==> src/rtl/controle_telas.sv <==
// Screen-sequencing controller for the VGA game path.
// Runs the game-level FSM (title, play, defeat, victory), gates the game
// logic and picks which renderer drives R/G/B. Screen changes happen only
// on the first pixel of vertical blanking so a visible frame never tears.
module controle_telas #(
  parameter int H_ACTIVE    = 640,
  parameter int V_ACTIVE    = 480,
  parameter int HOLD_FRAMES = 180
) (
  input  logic        clk,
  input  logic        reset,
  input  logic [9:0]  h_counter,
  input  logic [9:0]  v_counter,
  input  logic        start_btn,
  input  logic        game_lost,
  input  logic        game_won,
  input  logic [23:0] title_rgb,
  input  logic [23:0] game_rgb,
  input  logic [23:0] defeat_rgb,
  input  logic [23:0] victory_rgb,
  output logic [7:0]  R,
  output logic [7:0]  G,
  output logic [7:0]  B,
  output logic [1:0]  screen_sel,
  output logic        game_enable,
  output logic        game_reset_req
);

  localparam int CW = $clog2(HOLD_FRAMES + 1);

  typedef enum logic [1:0] {
    S_TITLE   = 2'd0,
    S_PLAY    = 2'd1,
    S_DEFEAT  = 2'd2,
    S_VICTORY = 2'd3
  } state_t;

  state_t        state;
  logic [CW-1:0] frame_cnt;
  logic          start_prev;
  logic          start_req;
  logic          lost_req;
  logic          won_req;

  logic          frame_tick;
  logic          start_rise;
  logic          start_evt;
  logic          lost_evt;
  logic          won_evt;
  logic          visible;

  // First pixel of vertical blanking: exactly one cycle per frame.
  assign frame_tick = (h_counter == 10'd0) && (v_counter == 10'(V_ACTIVE));
  assign visible    = (h_counter < 10'(H_ACTIVE)) && (v_counter < 10'(V_ACTIVE));
  assign start_rise = start_btn & ~start_prev;

  // Pending event = latched event OR one arriving this cycle, gated by the
  // state in which it is meaningful; out-of-state events never latch.
  assign start_evt = start_req | (start_rise & (state == S_TITLE));
  assign lost_evt  = lost_req  | (game_lost  & (state == S_PLAY));
  assign won_evt   = won_req   | (game_won   & (state == S_PLAY));

  assign screen_sel = state;

  // Start button edge detector register.
  always_ff @(posedge clk or negedge reset) begin
    // NOTE: sequential state uses non-blocking (<=) so every flop samples
    // pre-edge values regardless of statement order.
    if (!reset) start_prev <= 1'b0;
    else        start_prev <= start_btn;
  end

  // Game FSM with event latches, hold counter and registered control outputs.
  always_ff @(posedge clk or negedge reset) begin
    if (!reset) begin
      state          <= S_TITLE;
      frame_cnt      <= '0;
      start_req      <= 1'b0;
      lost_req       <= 1'b0;
      won_req        <= 1'b0;
      game_enable    <= 1'b0;
      game_reset_req <= 1'b0;
    end else begin
      game_reset_req <= 1'b0;
      if (frame_tick) begin
        start_req <= 1'b0;
        lost_req  <= 1'b0;
        won_req   <= 1'b0;
        case (state)
          S_TITLE: begin
            if (start_evt) begin
              state          <= S_PLAY;
              frame_cnt      <= '0;
              game_enable    <= 1'b1;
              game_reset_req <= 1'b1;
            end
          end
          S_PLAY: begin
            // Loss wins over a simultaneous victory.
            if (lost_evt) begin
              state       <= S_DEFEAT;
              frame_cnt   <= '0;
              game_enable <= 1'b0;
            end else if (won_evt) begin
              state       <= S_VICTORY;
              frame_cnt   <= '0;
              game_enable <= 1'b0;
            end
          end
          default: begin
            // DEFEAT / VICTORY: entry tick is not counted, so leaving on the
            // tick that would make the count reach HOLD_FRAMES.
            if (frame_cnt == CW'(HOLD_FRAMES - 1)) begin
              state     <= S_TITLE;
              frame_cnt <= '0;
            end else begin
              frame_cnt <= frame_cnt + CW'(1);
            end
          end
        endcase
      end else begin
        start_req <= start_evt;
        lost_req  <= lost_evt;
        won_req   <= won_evt;
      end
    end
  end

  // Registered pixel mux; blanking is forced to black. During the tick cycle
  // the old state is still used, but that pixel is already in blanking.
  always_ff @(posedge clk or negedge reset) begin
    if (!reset) begin
      {R, G, B} <= 24'h0;
    end else if (!visible) begin
      {R, G, B} <= 24'h0;
    end else begin
      case (state)
        S_TITLE:  {R, G, B} <= title_rgb;
        S_PLAY:   {R, G, B} <= game_rgb;
        S_DEFEAT: {R, G, B} <= defeat_rgb;
        default:  {R, G, B} <= victory_rgb;
      endcase
    end
  end

endmodule

==> config.mk <==
export PLATFORM = sky130hd
export DESIGN_NAME = controle_telas
export DESIGN_NICKNAME = d
export VERILOG_FILES = /design/src/rtl/controle_telas.sv
export SDC_FILE = /design/constraint.sdc
export NUM_CORES = 1
export LEC_CHECK = 0
export BUFFER_PORTS_ARGS = -buffer_cell sky130_fd_sc_hd__buf_2
export CELL_PAD_IN_SITES_DETAIL_PLACEMENT = 1
export CELL_PAD_IN_SITES_GLOBAL_PLACEMENT = 1
export CORE_ASPECT_RATIO = 1.75
export CORE_MARGIN = 2
export CORE_UTILIZATION = 33
export CTS_CLUSTER_DIAMETER = 40
export DETAILED_ROUTE_END_ITERATION = 8
export HOLD_SLACK_MARGIN = 0.12
export PLACE_DENSITY_LB_ADDON = 0.1
export SLEW_MARGIN = 40
export SYNTH_ARGS = -nofsm -noshare
export SYNTH_HDL_FRONTEND = slang
export SYNTH_SLANG_ARGS = --single-unit
==> constraint.sdc <==
create_clock -name clk -period 5.29 [get_ports clk]
set_clock_uncertainty 0.2 [all_clocks]
set_input_delay 0.7935 -clock clk [delete_from_list [all_inputs] [get_ports clk]]
set_output_delay 0.7935 -clock clk [all_outputs]
set_load 0.05 [all_outputs]
==> PnR_summary.wiki <==
{| class="wikitable"
! Metric !! Value
|-
| Run status || finished clean
|-
| Net total in the final layout || 446
|-
| Mean number of vias per cell || 5.23
|-
| Total nets after synthesis || 300
|-
| Critical path startpoint category || flop
|-
| Number of max-cap violations || 0
|-
| Initial detailed-routing violation count || 76
|-
| Max Fclk || 388 MHz
|-
| Portion of synthesized cell area occupied by the leading cell type || 45.1%
|-
| Finish-stage setup viols || 0
|-
| Part of the total power dissipated in sequential elements || 36.9%
|-
| Die span in y || 113 um
|-
| Number of buffers between clock root and the deepest sink || 2
|-
| Sink count of the clock tree || 40
|-
| Avg Cell Area, Syn || 12.5 sq um
|-
| Diodes inserted || 0
|-
| Crit path arrival time || 1.58 ns
|-
| Internal Pwr Total || 740 uW
|-
| DIE AREA || 0.00743 sq mm
|-
| Peak ir drop on the vdd network || 0.168 mV
|-
| Max Fanout on Critical Path || 27
|-
| Proportion of power drawn by combinational gates || 31.4%
|-
| Pin count of the biggest net entering global routing || 41
|-
| Leading cell type in the layout, fill and taps excluded || sky130_fd_sc_hd__buf_2
|-
| All-Layer GR Usage || 19.7%
|-
| Congestion Overflow GR || 0
|-
| Router iterations before antenna repair || 2
|-
| Lkg Pwr || 0.00155 uW
|-
| Buffer cell driving the clock tree root || sky130_fd_sc_hd__clkbuf_16
|-
| Top cell type by total area after synthesis || sky130_fd_sc_hd__dfrtp_1
|-
| Switch share || 31.8%
|-
| Initial antenna violation count || 0
|-
| Ranking of synthesized cells by area || sky130_fd_sc_hd__dfrtp_1, sky130_fd_sc_hd__mux4_2, sky130_fd_sc_hd__nor2b_1
|-
| Wire length of the first global-routing pass || 11,000 um
|-
| Final TNS setup || 0 ns
|-
| Final core utilization || 49.2%
|-
| Number of design rule violations left after detail routing || 0
|-
| Die Width || 66.0 um
|-
| Post-synthesis sequential area ratio || 45.1%
|-
| Placed inst area || 0.00306 sq mm
|-
| Via count of the first global-routing pass || 2,325
|-
| Number of distinct library cells after synthesis || 38
|-
| Post-Synthesis Cell Area || 0.00222 sq mm
|-
| Measured slew at the worst slew-check pin || 0.600 ns
|-
| Buffers inserted during post-CTS setup optimization || 0
|-
| Routed Wire Length || 7020 um
|-
| Relative area change from synthesis to final layout || 45.0%
|-
| Worst Path Class, Setup || reg -> out
|-
| Required time at the endpoint of the critical path || 4.30 ns
|-
| Half-perimeter wire length of the detailed placement result || 5660 um
|-
| Clock slew at reported path FFs || 0.06 ns
|-
| Worst rel slew slack || 59.5%
|-
| Post-synth ARST share || 100%
|-
| Post-synthesis register bit count || 40
|-
| Yosys warnings || 0
|-
| Post-DR wirelength/cell || 17.3 um
|-
| Synthesized instance count || 178
|-
| Buffers added on ports || 148
|-
| Number of H-tree levels || 2
|-
| Routed via count || 2,130
|-
| Clock latency reported for the late side of the worst-skew pair || 0.29 ns
|-
| Post-cts repair resize count || 0
|-
| CP endpoint kind || primary output
|-
| Initial Util || 34.0%
|-
| # hold bufs at CTS || 0
|-
| Number of buffers created by CTS || 5
|-
| Sw power || 345 uW
|-
| Number of fillers in the final layout || 798
|-
| Commonest register cell after synthesis || sky130_fd_sc_hd__dfrtp_1
|-
| Slew Limit Fails || 0
|-
| Most frequent cells in the layout || sky130_fd_sc_hd__buf_2, sky130_fd_sc_hd__dfrtp_1, sky130_fd_sc_hd__nor2b_1
|-
| Number of hold-slack violations in the final timing report || 0
|-
| Minimum clock period after layout || 2.58 ns
|-
| Top-level port count || 149
|-
| Final standard cell area without fillers || 0.00322 sq mm
|-
| Path type of the worst min-delay path || in -> async
|-
| CTS tree || yes
|-
| Count of flip-flops with a built-in enable after synthesis || 0
|-
| Share of final-layout standard cells stronger than drive strength 1 || 58.2%
|-
| Core area || 0.00654 sq mm
|-
| Clock power frac || 31.7%
|-
| Final cycle utilization of the critical path || 48.7%
|-
| Pwr dens || 337 mW/mm^2
|-
| Overall power consumption || 1090 uW
|-
| Antenna Violating Nets Remaining || 0
|-
| Gpl congestion || 0.830
|-
| RSZ-0062 raised after global routing || false
|-
| Number of rows created at floorplan || 39
|}
==> area by class of cell <==
cell class / count / area [sq um] / share of cell area, %
Timing Repair Buffer: 150 / 766 / 23.8
Multi-Input combinational cell: 123 / 1170 / 36.3
Inverter: 4 / 15.0 / 0.466
Clock buffer: 6 / 129 / 4.00
Clock inverter: 2 / 35.0 / 1.09
Sequential cell: 40 / 1000 / 31.2
Tap cell: 82 / 103 / 3.19
==> synth_stat cells (all sizes together) (2+ instances only) <==
| library cell | count |
|---|---|
| nor2 | 7 |
| or2 | 3 |
| o41ai | 2 |
| buf | 5 |
| a21oi | 5 |
| nand2 | 9 |
| dfrtp | 40 |
| a22o | 2 |
| nand3 | 4 |
| nor3 | 2 |
| o31ai | 5 |
| mux4 | 24 |
| clkbuf | 6 |
| or3 | 2 |
| and3 | 2 |
| o21ai | 6 |
| nor4 | 7 |
| inv | 4 |
| nand4 | 3 |
| nor2b | 26 |
==> through the flow <==
stage	setup slack [ns]	hold slack [ns]	cells
2_1_floorplan	2.89	0.254	178
3_3_place_gp	2.49	0.279	398
3_5_place_dp	2.46	0.290	399
4_1_cts	2.70	0.300	407
5_1_grt	2.62	0.307	407
6_report	2.71	0.274	407
==> sequential cells by signal, indices dropped and copies added, names as in the netlist, 2 cells and up <==
signal / count
frame_cnt: 8
G: 8
screen_sel: 2
R: 8
B: 8
==> worst max-delay path, stage by stage, from the launching register on <==
cell and delay (ns):
sky130_fd_sc_hd__dfrtp_1 0.54, sky130_fd_sc_hd__buf_4 0.41, sky130_fd_sc_hd__buf_2 0.34
==> kinds of logic after synthesis <==
kind of cell / after synthesis / share of synthesized area, %
buffers and inverters: 15 / 2.70
muxes: 25 / 24.8
and+or+nand+nor: 69 / 18.0
AOI/OAI and AO/OA: 28 / 8.79
adders and majority gates: 1 / 0.563
DFF: 40 / 45.1
==> worst paths after layout <==
path                                     from       endpoint  slack, ns  cells after the start
worst max-delay path            screen_sel[1]  screen_sel[1]       2.71                      2
worst min-delay path                    reset           B[1]       0.27                      1
worst max register to register  screen_sel[0]  screen_sel[1]       2.86                      4
worst min register to register        won_req        won_req       0.32                      2
max in group asynchronous               reset  screen_sel[0]       4.22                      1
min in group clk                      won_req        won_req       0.32                      2
==> power by group through the flow <==
stage	clock [uW]	combinational, uW	sequential (uW)
after floorplan	0	208	436
after global placement	0	339	406
after detailed placement	0	344	410
after CTS	354	346	404
after global routing	368	364	411
final	344	340	400
==> layer usage <==
| metal | global-route usage, % | wire length, um | share of wire [%] |
|---|---|---|---|
| met5 | 0 | 0 | 0 |
| met4 | 7.89 | 190 | 2.7 |
| met3 | 5.71 | 548 | 7.8 |
| met2 | 37.4 | 3950 | 56 |
| met1 | 19.0 | 2340 | 33 |
Power figures use the tool's default switching activity.
